===== config.mk =====
export PLATFORM = sky130hd
export DESIGN_NAME = mips_alu_mdu_flat
export DESIGN_NICKNAME = d
export VERILOG_FILES = /design/src/rtl/mips_alu_pkg.sv /design/src/rtl/mips_alu_mdu_if.sv /design/src/rtl/mips_mdu_iter.sv /design/src/rtl/mips_alu_mdu.sv /design/src/flat_wrapper.sv
export SDC_FILE = /design/constraint.sdc
export NUM_CORES = 1
export LEC_CHECK = 0
export CAP_MARGIN = 10
export CORE_MARGIN = 3
export CORE_UTILIZATION = 55
export DETAILED_ROUTE_END_ITERATION = 8
export HOLD_SLACK_MARGIN = 0.15
export PLACE_DENSITY = 0.77
export SLEW_MARGIN = 20
export SYNTH_ARGS = -nofsm -noshare
export SYNTH_HDL_FRONTEND = slang
export SYNTH_SLANG_ARGS = --single-unit
export TNS_END_PERCENT = 1

===== constraint.sdc =====
create_clock -name clk -period 3.6 [get_ports clk]
set_input_delay 0.54 -clock clk [delete_from_list [all_inputs] [get_ports clk]]
set_output_delay 0.54 -clock clk [all_outputs]
set_load 0.005 [all_outputs]

===== src/rtl/mips_alu_pkg.sv =====
// ----------------------------------------------------------------------------
// mips_alu_pkg
// Shared definitions for the registered MIPS ALU with iterative multiply/divide.
//   - ALU control codes (CTL_W_DEF bits wide)
//   - FSM state encoding for the top-level handshake controller
// ----------------------------------------------------------------------------
package mips_alu_pkg;

    localparam int unsigned CTL_W_DEF = 4;

    localparam logic [CTL_W_DEF-1:0] ALU_AND   = 4'd0;
    localparam logic [CTL_W_DEF-1:0] ALU_OR    = 4'd1;
    localparam logic [CTL_W_DEF-1:0] ALU_ADD   = 4'd2;
    localparam logic [CTL_W_DEF-1:0] ALU_SLTU  = 4'd3;
    localparam logic [CTL_W_DEF-1:0] ALU_SUB   = 4'd6;
    localparam logic [CTL_W_DEF-1:0] ALU_SLT   = 4'd7;
    localparam logic [CTL_W_DEF-1:0] ALU_MULTU = 4'd8;
    localparam logic [CTL_W_DEF-1:0] ALU_DIVU  = 4'd9;
    localparam logic [CTL_W_DEF-1:0] ALU_NOR   = 4'd12;

    typedef enum logic [1:0] {
        StIdle = 2'd0,
        StBusy = 2'd1,
        StDone = 2'd2
    } state_e;

endpackage


===== src/rtl/mips_alu_mdu_if.sv =====
// ----------------------------------------------------------------------------
// mips_alu_mdu_if
// Request/response bundle between decode (master) and the ALU/MDU (slave).
//   in_valid/in_ready  : request handshake, alu_ctl/a/b are the request payload
//   out_valid/out_ready: response handshake, result_lo/result_hi/zero payload
//   ovf                : signed ADD/SUB overflow, present only with ALU_OVERFLOW_EN
// ----------------------------------------------------------------------------
interface mips_alu_mdu_if #(
    parameter int unsigned WIDTH = 32,
    parameter int unsigned CTL_W = 4
);
    logic             in_valid;
    logic             in_ready;
    logic [CTL_W-1:0] alu_ctl;
    logic [WIDTH-1:0] a;
    logic [WIDTH-1:0] b;
    logic             out_valid;
    logic             out_ready;
    logic [WIDTH-1:0] result_lo;
    logic [WIDTH-1:0] result_hi;
    logic             zero;
`ifdef ALU_OVERFLOW_EN
    logic             ovf;

    modport master (
        output in_valid, alu_ctl, a, b, out_ready,
        input  in_ready, out_valid, result_lo, result_hi, zero, ovf
    );
    modport slave (
        input  in_valid, alu_ctl, a, b, out_ready,
        output in_ready, out_valid, result_lo, result_hi, zero, ovf
    );
`else
    modport master (
        output in_valid, alu_ctl, a, b, out_ready,
        input  in_ready, out_valid, result_lo, result_hi, zero
    );
    modport slave (
        input  in_valid, alu_ctl, a, b, out_ready,
        output in_ready, out_valid, result_lo, result_hi, zero
    );
`endif
endinterface


===== src/rtl/mips_mdu_iter.sv =====
// ----------------------------------------------------------------------------
// mips_mdu_iter
// Iterative unsigned multiply (shift-add) and divide (restoring), one bit per
// cycle for WIDTH cycles.
//   clk, rst     : clock, synchronous active-high reset
//   i_start      : load operands and begin (i_div selects divide)
//   i_a, i_b     : multiplicand/dividend, multiplier/divisor
//   o_done       : high during the final iteration cycle
//   o_hi, o_lo   : value of {hi,lo} after the current iteration; valid with o_done
//                  (product {hi,lo}; or remainder hi, quotient lo)
// ----------------------------------------------------------------------------
module mips_mdu_iter #(
    parameter int unsigned WIDTH = 32
) (
    input  logic             clk,
    input  logic             rst,
    input  logic             i_start,
    input  logic             i_div,
    input  logic [WIDTH-1:0] i_a,
    input  logic [WIDTH-1:0] i_b,
    output logic             o_done,
    output logic [WIDTH-1:0] o_hi,
    output logic [WIDTH-1:0] o_lo
);
    localparam int unsigned CNT_W = $clog2(WIDTH);

    logic             r_busy;
    logic             r_div;
    logic [CNT_W-1:0] r_cnt;
    logic [WIDTH-1:0] r_hi;
    logic [WIDTH-1:0] r_lo;
    logic [WIDTH-1:0] r_b;

    logic [WIDTH-1:0] w_hi_nxt;
    logic [WIDTH-1:0] w_lo_nxt;
    logic [WIDTH:0]   w_sum;
    logic [WIDTH:0]   w_shift;

    always_comb begin
        w_hi_nxt = r_hi;
        w_lo_nxt = r_lo;
        w_sum    = '0;
        w_shift  = '0;
        if (r_div) begin
            // hi is the partial remainder, lo shifts the dividend out and the
            // quotient in. A zero divisor always "fits", giving all-ones/a.
            w_shift = {r_hi, r_lo[WIDTH-1]};
            if (w_shift >= {1'b0, r_b}) begin
                w_sum    = w_shift - {1'b0, r_b};
                w_hi_nxt = w_sum[WIDTH-1:0];
                w_lo_nxt = {r_lo[WIDTH-2:0], 1'b1};
            end else begin
                w_hi_nxt = w_shift[WIDTH-1:0];
                w_lo_nxt = {r_lo[WIDTH-2:0], 1'b0};
            end
        end else begin
            // hi accumulates, lo holds the multiplier and fills with product bits.
            w_sum = {1'b0, r_hi} + (r_lo[0] ? {1'b0, r_b} : '0);
            {w_hi_nxt, w_lo_nxt} = {w_sum, r_lo[WIDTH-1:1]};
        end
    end

    assign o_done = r_busy && (r_cnt == CNT_W'(WIDTH - 1));
    assign o_hi   = w_hi_nxt;
    assign o_lo   = w_lo_nxt;

    always_ff @(posedge clk) begin
        if (rst) begin
            r_busy <= 1'b0;
            r_div  <= 1'b0;
            r_cnt  <= '0;
            r_hi   <= '0;
            r_lo   <= '0;
            r_b    <= '0;
        end else if (i_start) begin
            r_busy <= 1'b1;
            r_div  <= i_div;
            r_cnt  <= '0;
            r_hi   <= '0;
            r_lo   <= i_a;
            r_b    <= i_b;
        end else if (r_busy) begin
            r_hi  <= w_hi_nxt;
            r_lo  <= w_lo_nxt;
            r_cnt <= r_cnt + 1'b1;
            if (o_done) begin
                r_busy <= 1'b0;
            end
        end
    end

endmodule


===== src/rtl/mips_alu_mdu.sv =====
// ----------------------------------------------------------------------------
// mips_alu_mdu
// Registered MIPS ALU with valid/ready handshakes and an iterative MULTU/DIVU.
// One operation in flight; in_ready only in IDLE, result held in DONE until
// out_ready.
//   clk, rst : clock, synchronous active-high reset
//   bus      : mips_alu_mdu_if.slave (request a/b/alu_ctl, response lo/hi/zero)
// Optional feature macro ALU_OVERFLOW_EN adds bus.ovf (signed ADD/SUB overflow).
// ----------------------------------------------------------------------------
module mips_alu_mdu
    import mips_alu_pkg::*;
#(
    parameter int unsigned WIDTH = 32,
    parameter int unsigned CTL_W = CTL_W_DEF
) (
    input  logic           clk,
    input  logic           rst,
    mips_alu_mdu_if.slave  bus
);
    state_e           r_state;
    state_e           w_state_nxt;
    logic [WIDTH-1:0] r_lo;
    logic [WIDTH-1:0] r_hi;
    logic             r_zero;

    logic             w_accept;
    logic             w_is_mdu;
    logic             w_is_div;
    logic [WIDTH-1:0] w_sum;
    logic [WIDTH-1:0] w_diff;
    logic [WIDTH-1:0] w_alu_res;
    logic             w_mdu_done;
    logic [WIDTH-1:0] w_mdu_hi;
    logic [WIDTH-1:0] w_mdu_lo;

    assign w_is_div = (bus.alu_ctl == CTL_W'(ALU_DIVU));
    assign w_is_mdu = (bus.alu_ctl == CTL_W'(ALU_MULTU)) || w_is_div;
    assign w_accept = bus.in_valid && (r_state == StIdle);
    assign w_sum    = bus.a + bus.b;
    assign w_diff   = bus.a - bus.b;

    // Single-cycle datapath; MULTU/DIVU and undefined codes yield 0 here.
    always_comb begin
        w_alu_res = '0;
        case (bus.alu_ctl)
            CTL_W'(ALU_AND):  w_alu_res = bus.a & bus.b;
            CTL_W'(ALU_OR):   w_alu_res = bus.a | bus.b;
            CTL_W'(ALU_ADD):  w_alu_res = w_sum;
            CTL_W'(ALU_SUB):  w_alu_res = w_diff;
            CTL_W'(ALU_SLT):  w_alu_res = {{(WIDTH-1){1'b0}}, $signed(bus.a) < $signed(bus.b)};
            CTL_W'(ALU_SLTU): w_alu_res = {{(WIDTH-1){1'b0}}, bus.a < bus.b};
            CTL_W'(ALU_NOR):  w_alu_res = ~(bus.a | bus.b);
            default:          w_alu_res = '0;
        endcase
    end

    mips_mdu_iter #(
        .WIDTH (WIDTH)
    ) u_mdu (
        .clk     (clk),
        .rst     (rst),
        .i_start (w_accept && w_is_mdu),
        .i_div   (w_is_div),
        .i_a     (bus.a),
        .i_b     (bus.b),
        .o_done  (w_mdu_done),
        .o_hi    (w_mdu_hi),
        .o_lo    (w_mdu_lo)
    );

    always_comb begin
        w_state_nxt = r_state;
        unique case (r_state)
            StIdle:  if (bus.in_valid) w_state_nxt = w_is_mdu ? StBusy : StDone;
            StBusy:  if (w_mdu_done) w_state_nxt = StDone;
            StDone:  if (bus.out_ready) w_state_nxt = StIdle;
            default: w_state_nxt = StIdle;
        endcase
    end

    always_ff @(posedge clk) begin
        if (rst) begin
            r_state <= StIdle;
        end else begin
            r_state <= w_state_nxt;
        end
    end

    always_ff @(posedge clk) begin
        if (rst) begin
            r_lo   <= '0;
            r_hi   <= '0;
            r_zero <= 1'b1;
        end else if (w_accept && !w_is_mdu) begin
            r_lo   <= w_alu_res;
            r_hi   <= '0;
            r_zero <= (w_alu_res == '0);
        end else if (w_mdu_done) begin
            r_lo   <= w_mdu_lo;
            r_hi   <= w_mdu_hi;
            r_zero <= (w_mdu_lo == '0);
        end
    end

`ifdef ALU_OVERFLOW_EN
    logic w_alu_ovf;
    logic r_ovf;

    // Overflow: ADD with like-signed operands, or SUB with unlike-signed
    // operands, where the result sign differs from a.
    always_comb begin
        w_alu_ovf = 1'b0;
        if (bus.alu_ctl == CTL_W'(ALU_ADD)) begin
            w_alu_ovf = (bus.a[WIDTH-1] == bus.b[WIDTH-1]) && (w_sum[WIDTH-1] != bus.a[WIDTH-1]);
        end else if (bus.alu_ctl == CTL_W'(ALU_SUB)) begin
            w_alu_ovf = (bus.a[WIDTH-1] != bus.b[WIDTH-1]) && (w_diff[WIDTH-1] != bus.a[WIDTH-1]);
        end
    end

    always_ff @(posedge clk) begin
        if (rst) begin
            r_ovf <= 1'b0;
        end else if (w_accept) begin
            r_ovf <= w_alu_ovf;
        end
    end

    assign bus.ovf = r_ovf;
`endif

    assign bus.in_ready  = (r_state == StIdle);
    assign bus.out_valid = (r_state == StDone);
    assign bus.result_lo = r_lo;
    assign bus.result_hi = r_hi;
    assign bus.zero      = r_zero;

endmodule


===== src/flat_wrapper.sv =====
// flat-port wrapper written by rule: the top's interface ports become plain ports
module mips_alu_mdu_flat import mips_alu_pkg::*;
#(
    parameter int unsigned WIDTH = 32,
    parameter int unsigned CTL_W = CTL_W_DEF
)
  (clk, rst, bus_in_valid, bus_alu_ctl, bus_a, bus_b, bus_out_ready, bus_in_ready, bus_out_valid, bus_result_lo, bus_result_hi, bus_zero);
  mips_alu_mdu_if #(.WIDTH(WIDTH), .CTL_W(CTL_W)) bus_i ();
  input  logic clk;
  input  logic rst;
  input wire logic [$bits(bus_i.in_valid)-1:0] bus_in_valid;
  input wire logic [$bits(bus_i.alu_ctl)-1:0] bus_alu_ctl;
  input wire logic [$bits(bus_i.a)-1:0] bus_a;
  input wire logic [$bits(bus_i.b)-1:0] bus_b;
  input wire logic [$bits(bus_i.out_ready)-1:0] bus_out_ready;
  output wire logic [$bits(bus_i.in_ready)-1:0] bus_in_ready;
  output wire logic [$bits(bus_i.out_valid)-1:0] bus_out_valid;
  output wire logic [$bits(bus_i.result_lo)-1:0] bus_result_lo;
  output wire logic [$bits(bus_i.result_hi)-1:0] bus_result_hi;
  output wire logic [$bits(bus_i.zero)-1:0] bus_zero;
  assign bus_i.in_valid = bus_in_valid;
  assign bus_i.alu_ctl = bus_alu_ctl;
  assign bus_i.a = bus_a;
  assign bus_i.b = bus_b;
  assign bus_i.out_ready = bus_out_ready;
  assign bus_in_ready = bus_i.in_ready;
  assign bus_out_valid = bus_i.out_valid;
  assign bus_result_lo = bus_i.result_lo;
  assign bus_result_hi = bus_i.result_hi;
  assign bus_zero = bus_i.zero;
  mips_alu_mdu #(.WIDTH(WIDTH), .CTL_W(CTL_W)) u_core (.clk(clk), .rst(rst), .bus(bus_i));
endmodule

==> results of run 1 <==
## layout make-up
type | instances | area [um^2]
flip-flops and latches | 170 | 3416
multi-input cells | 1836 | 12840
clock inverters | 11 | 135.1
repair buffers | 582 | 4810
fillers | 2132 | 6459
inverters | 151 | 569.3
clock buffers | 21 | 460.4
well taps | 384 | 480.5
## metal layers
metal | routed length (um) | track usage, %
met5 | 7 | 0
met2 | 31050 | 64.62
met3 | 7825 | 7.559
met1 | 27190 | 51.45
met4 | 3246 | 16.99
## cell families after synthesis
kind of cell    count (synthesis)
simple gates                  734
buf+inv                       299
xor+xnor                       59
flops                         170
compound gates                824
mux                            50
fa+ha+maj                     169
## layout by cell type (no fill, tap or decap), types with 17 or more instances in the layout
| cell | n |
|---|---|
| nor2b_1 | 17 |
| a22oi_1 | 29 |
| inv_1 | 120 |
| o22ai_1 | 21 |
| xor2_1 | 25 |
| clkdlybuf4s50_1 | 98 |
| o21bai_1 | 18 |
| nor3_1 | 48 |
| o21a_1 | 17 |
| a211oi_1 | 41 |
| a21o_1 | 45 |
| buf_4 | 438 |
| dfxtp_1 | 164 |
| a21oi_1 | 243 |
| nand2_1 | 255 |
| nor2_1 | 185 |
| o211ai_1 | 76 |
| ha_1 | 138 |
| xnor2_1 | 34 |
| nand3_1 | 46 |
| clkbuf_16 | 17 |
| o21ai_0 | 115 |
| nand4_1 | 31 |
| mux2i_1 | 48 |
| and2_1 | 38 |
| dlymetal6s2s_1 | 29 |
| a31oi_1 | 19 |
| ha_4 | 21 |
| nand2b_1 | 22 |
| inv_2 | 30 |
## repair_timing
action | 4_1_cts | 5_1_grt
gates cloned | 0 | 0
endpoints found under the hold margin | 0 | 0
gates resized for setup | 65 | 171
setup buffers | 17 | 18
setup endpoints to repair | 21 | 39
pin swaps | 26 | 54
## power breakdown
group	total [mW]	internal (mW)	switching (mW)	leakage, nW
registers	2.01	1.94	0.0664	1.38
clock network	1.90	1.07	0.830	0.287
logic	3.02	1.36	1.66	8.07
total	6.93	4.38	2.55	9.74
## stage by stage
stage,total power [mW],setup TNS [ps]
4_1_cts,6.670,-84.18
5_1_grt,7.156,-487.3
2_1_floorplan,3.443,0
3_5_place_dp,4.718,-11680
3_3_place_gp,4.680,-9811
6_report,6.928,-3.440
## flip-flops by register name, indices dropped and copies added (netlist names)
name / cells
u_core.bus.zero: 1
u_core.u_mdu.r_cnt: 5
u_core.bus.result_hi: 32
u_core.r_state: 2
u_core.u_mdu.r_busy: 1
u_core.u_mdu.r_div: 1
u_core.bus.result_lo: 32
u_core.u_mdu.r_hi: 32
u_core.u_mdu.r_b: 32
u_core.u_mdu.r_lo: 32
## worst max-delay path, delay by kind of cell (launching register included)
kind            cells  cell delay (ps)
fa+ha+maj           1              320
flops               1              360
buf+inv             1              230
simple gates        1              180
compound gates      9             2090
xor+xnor            1               80
mux                 1              180
## how the worst min path moves through the flow
| stage | cells after the start | end |
|---|---|---|
| 5_1_grt | 2 | u_core.bus.result_hi[19] |
| 2_1_floorplan | 1 | u_core.r_state[0] |
| 6_report | 2 | u_core.bus.result_hi[24] |
| 4_1_cts | 2 | u_core.bus.result_hi[24] |
| 3_5_place_dp | 2 | u_core.bus.result_hi[24] |
| 3_3_place_gp | 2 | u_core.bus.result_hi[15] |
==> out/metrics.csv, run 1 <==
metric;value;unit
hold_sp;u_core.bus.result_hi[24];
worst setup path class;reg2reg;
Slew Viols, Final;0;
Clock Latency Late Sink;460;ps
post-synthesis sequential area ratio;20.53;%
Avg Cell Area, Syn;7.192;um^2
pwr dens;305.1;nW/um^2
Total GRT Usage;39.67;%
via count;20530;
Mapped Nets;2546;
Synth Register Bits;170;
first-pass GRT wire length;104.4;mm
CTS sink count;170;
failing checks;setup timing;
DRC;0;
Worst EP required;3890;ps
worst slack, placed;-891.7;ps
largest family of logic cells by synthesized area;compound AO/OA/AOI/OAI gates;
top post-synthesis cells by count;a21oi_1, nand2_1, nor2_1;
Worst EP arrival;3890;ps
share of layout cells above drive strength 1;23.71;%
Row Count;62;
drt first pass iters;6;
worst hold slack;454.2;ps
Hold WC Path Type;reg2reg;
Clock Skews;12.98;ps
critical path launch point type;register;
Lkg Pwr;9.739;nW
Final Hold Viols;0;
Layout Nets;2999;
CP Launch Point;u_core.u_mdu.r_lo[0];
Reg2Reg Depth;14;
DIE AREA;32260;um^2
maximum vdd drop;366.0;uV
Netlist cell types;91;
Clk pin slew, worst setup/hold paths;60;ps
status;finished, violations left;
mux cell area share after synthesis;3.034;%
Tcrit/Tclk final;100.1;%
largest net degree at the start of global routing;98;
most common cell in the netlist;a21oi_1;
Worst Setup EP;u_core.bus.result_hi[29];
CTS hold repair buffers;0;
worst-path fanout max;26;
Compound-Gate Fraction of Synth Area;32.72;%
unrepaired setup endpoints after global routing;yes;
Num CTS Buffers;17;
initial antenna violation count;1;
Post-Synth XOR/XNOR Area;3.117;%
Most Frequent Cell on Critical Path;a21oi_1;
core area;29170;um^2
Routed Antenna Nets;0;
Worst path max stage delay;360;ps
Main synth FF type;dfxtp_1;
Routability Congestion;1.023;
R2R Setup Slk;-3;ps
DR vias/cell;6.507;
Remaining Overflow, GRT;0;
simple-gate share of the synthesized area;20.78;%
worst r2r dst;u_core.bus.result_hi[29];
worst slew pin tran;1010;ps
initial core utilization;56.84;%
number of synthesized flops with an enable pin;0;
DPL Wire Length;51.92;mm
Die H;179.6;um
Max-cap violations;0;
final period demand of the worst path;3603;ps
fin cells;3155;
PnR worst setup slack;-3.440;ps
Initial DRC Count;2751;
main area contributors after synthesis;dfxtp_1, ha_1, a21oi_1;
wire per inst;21.97;um
setup violators final;1;
Post-Synth Adder-Cell Area;12.94;%
final instance area;22710;um^2
Slew headroom;32.64;%
io pins;139;
Area Overhead vs Synth;36.98;%
placed cell area;21000;um^2
mapped cell area;16580;um^2
ys async rst share;0;%
routed wire length;69.31;mm
number of global-route vias before repair;19168;
top-area cell type share of the netlist area;20.53;%
CTS H-tree depth;4;
Critical-path top delay cell;dfxtp_1;
area leader, netlist;dfxtp_1;
Max Clk Rate;277.5;MHz
Yosys Warn Count;0;
Placed Cells incl. Taps;3088;
Max clock buf depth;2;
reg2reg start;u_core.u_mdu.r_lo[0];
clk root buf;clkbuf_16;
CP Cell Sequence;buf_6 -> and2_1 -> ha_1 -> a211oi_1 -> o21ai_0 -> o211ai_1 -> o211ai_1 -> a21boi_2 -> a21oi_1 -> o31a_1 -> a21oi_1 -> xnor2_1 -> mux2i_1 -> a21oi_1;
PortBufs;138;
synthesized instance count;2305;
final core occ;77.86;%
width of the die;179.6;um
n_diodes;0;
CTS tree;yes;
type of destination of the critical path;register;
(Power assumes the default switching activity.)
==> run 2: changes to the inputs <==
--- a/config.mk
+++ b/config.mk
@@ -11,6 +11,7 @@
 export DETAILED_ROUTE_END_ITERATION = 8
 export HOLD_SLACK_MARGIN = 0.15
 export PLACE_DENSITY = 0.77
+export SKIP_CTS_REPAIR_TIMING = 1
 export SLEW_MARGIN = 20
 export SYNTH_ARGS = -nofsm -noshare
 export SYNTH_HDL_FRONTEND = slang
==> run 2 against run 1 <==
The run still ends with setup timing left. Combinational power hardly changed. Via count decreased by 1.1%. Core utilization fell by 0.31 points. Clock-buffer cell count unchanged. Cell area decreased by 0.40%. Setup slack got worse by 58 ps. Routed wire length decreased by 0.66%. Critical path depth up 1. Largest power group unchanged.
==> out/metrics.csv, run 2 (same netlist as run 1, synthesis figures left out) <==
metric;value;unit;change
Worst path top cell family by delay;simple AND/OR/NAND/NOR gates;;
CP Cell Sequence;clkdlybuf4s50_1 -> inv_2 -> ha_4 -> nor4_4 -> nand4_1 -> or4_4 -> a2bb2oi_4 -> a31o_4 -> nor4_4 -> nor4_1 -> a311o_1 -> o41ai_2 -> buf_4 -> nand4_1 -> o31ai_2;;
Worst EP required;3970;ps;+80 ps
width of the die;179.6;um;unchanged
wire per inst;21.89;um;-0.34%
Total GRT Usage;39.12;%;-0.55 points
switch share;36.85;%;about the same
worst slew pin tran;1007;ps;-3.310 ps
setup violators final;3;;+2
leading cell type in the layout, fill and taps excluded;buf_4;;
clk root buf;clkbuf_16;;
worst slack, placed;-891.7;ps;unchanged
CTS sink count;170;;unchanged
Row Count;62;;unchanged
Sw Pwr;2.547;mW;-0.21%
DRC;0;;unchanged
worst setup path class;in2reg;;
DIE AREA;32260;um^2;unchanged
Comb pwr share;43.3;%;-0.2 points
n_diodes;0;;unchanged
Worst path max stage delay;490;ps;+130 ps
power share of the clock group;27.6;%;about the same
Hold WC Path Type;reg2reg;;
Clock Skews;10.86;ps;-2.125 ps
io pins;139;;unchanged
final period demand of the worst path;3661;ps;+58.05 ps
CTS H-tree depth;4;;unchanged
failing checks;setup timing;;
initial core utilization;56.84;%;unchanged
first-pass GRT wire length;102.8;mm;-1.5%
critical path launch point type;input port;;
type of destination of the critical path;register;;
largest net degree at the start of global routing;98;;unchanged
Worst EP arrival;4030;ps;+140 ps
Final Hold Viols;0;;unchanged
Initial DRC Count;2581;;-6.2%
Critical-path top delay cell;clkdlybuf4s50_1;;
status;finished, violations left;;
share of layout cells above drive strength 1;22.85;%;-0.86 points
commonest non-fill, non-tap cells in the layout;buf_4, nand2_1, a21oi_1;;
unrepaired setup endpoints after global routing;yes;;
initial antenna violation count;2;;+1
Max-cap violations;0;;unchanged
Remaining Overflow, GRT;0;;unchanged
Routed Antenna Nets;0;;unchanged
Clk pin slew, worst setup/hold paths;70;ps;about the same
CP Buf/Inv Count;3;;+2
DR vias/cell;6.455;;-0.81%
final instance area;22620;um^2;-0.40%
placed cell area;21000;um^2;unchanged
core area;29170;um^2;unchanged
maximum vdd drop;370.7;uV;+1.3%
Clock Latency Late Sink;460;ps;about the same
Slew Viols, Final;0;;unchanged
CTS tree;yes;;
via count;20300;;-1.1%
Tcrit/Tclk final;101.7;%;+1.6 points
PnR worst setup slack;-61.49;ps;-58.05 ps
Layout Nets;2989;;-0.33%
Die H;179.6;um;unchanged
number of global-route vias before repair;18913;;-1.3%
Lkg Pwr;9.724;nW;-0.15%
Max Clk Rate;273.1;MHz;-1.6%
Routability Congestion;1.023;;unchanged
routed wire length;68.86;mm;-0.66%
DPL Wire Length;51.92;mm;unchanged
Num CTS Buffers;17;;unchanged
worst-path fanout max;3;;-88%
Seq pwr share;29.1;%;about the same
pwr dens;305.6;nW/um^2;+0.16%
R2R Setup Slk;-10;ps;about the same
PortBufs;138;;unchanged
drt first pass iters;8;;+2
P_int;4.364;mW;-0.26%
Slew headroom;32.86;%;+0.22 points
Filler Cells Inserted;2125;;-0.33%
Area Overhead vs Synth;36.44;%;
Max clock buf depth;2;;unchanged
[run 2: power groups by stage]
| stage | Clock (mW) | Combinational (mW) | Sequential (mW) |
|---|---|---|---|
| after global placement | 0 | 2.64 | 2.04 |
| after global routing | 1.97 | 3.16 | 2.01 |
| after CTS | 1.89 | 2.70 | 2.00 |
| after detailed placement | 0 | 2.67 | 2.04 |
| after floorplan | 0 | 1.42 | 2.02 |
| final | 1.91 | 3.00 | 2.01 |
[run 2: routing by layer]
metal  wire length, um  share of wire (%)  up-vias  global-route usage [%]
li1                  -                  -     9260                       -
met1             26960                 39     9439                   51.26
met2             30760                 45     1343                   63.57
met3              7911                 11      254                   7.458
met4              3203                4.7        4                   15.78
met5                20              0.029        -                       0
[run 2: per-stage QoR]
stage | power, mW | util [%] | TNS (ps) | hold slack, ps | std cells
floorplan | 3.443 | - | 0 | 438.6 | 2305
global placement | 4.680 | 71.98 | -9811 | 441.7 | 3088
detailed placement | 4.718 | 71.98 | -11680 | 446.8 | 3088
CTS | 6.594 | 74.03 | -3324 | 455.4 | 3120
global route | 7.138 | 77.55 | -486.3 | 476.7 | 3145
finish | 6.912 | 77.55 | -73.30 | 454.4 | 3145
[run 2: path summary, 6_finish.rpt]
| kind | start | to | cells past startpoint |
|---|---|---|---|
| worst max-delay path | bus_a[18] | u_core.bus.zero | 15 |
| worst min-delay path | u_core.bus.result_hi[24] | u_core.bus.result_hi[24] | 2 |
| worst max register to register | u_core.u_mdu.r_lo[31] | u_core.bus.result_hi[24] | 15 |
| worst min register to register | u_core.bus.result_hi[24] | u_core.bus.result_hi[24] | 2 |
[run 2: worst min-delay path, stage by stage (launching register included)]
cell     delay [ps]
dfxtp_1         310
nand2_1          50
a21oi_1          50
[run 2: final cells by class]
class | instances | area (um^2) | area share [%]
clock inverter | 11 | 135.1 | 0.5974
sequential | 170 | 3413 | 15.09
inverter | 151 | 566.8 | 2.506
multi-input combinational | 1836 | 12790 | 56.54
timing repair buffer | 572 | 4775 | 21.11
clock buffer | 21 | 460.4 | 2.036
tap | 384 | 480.5 | 2.124
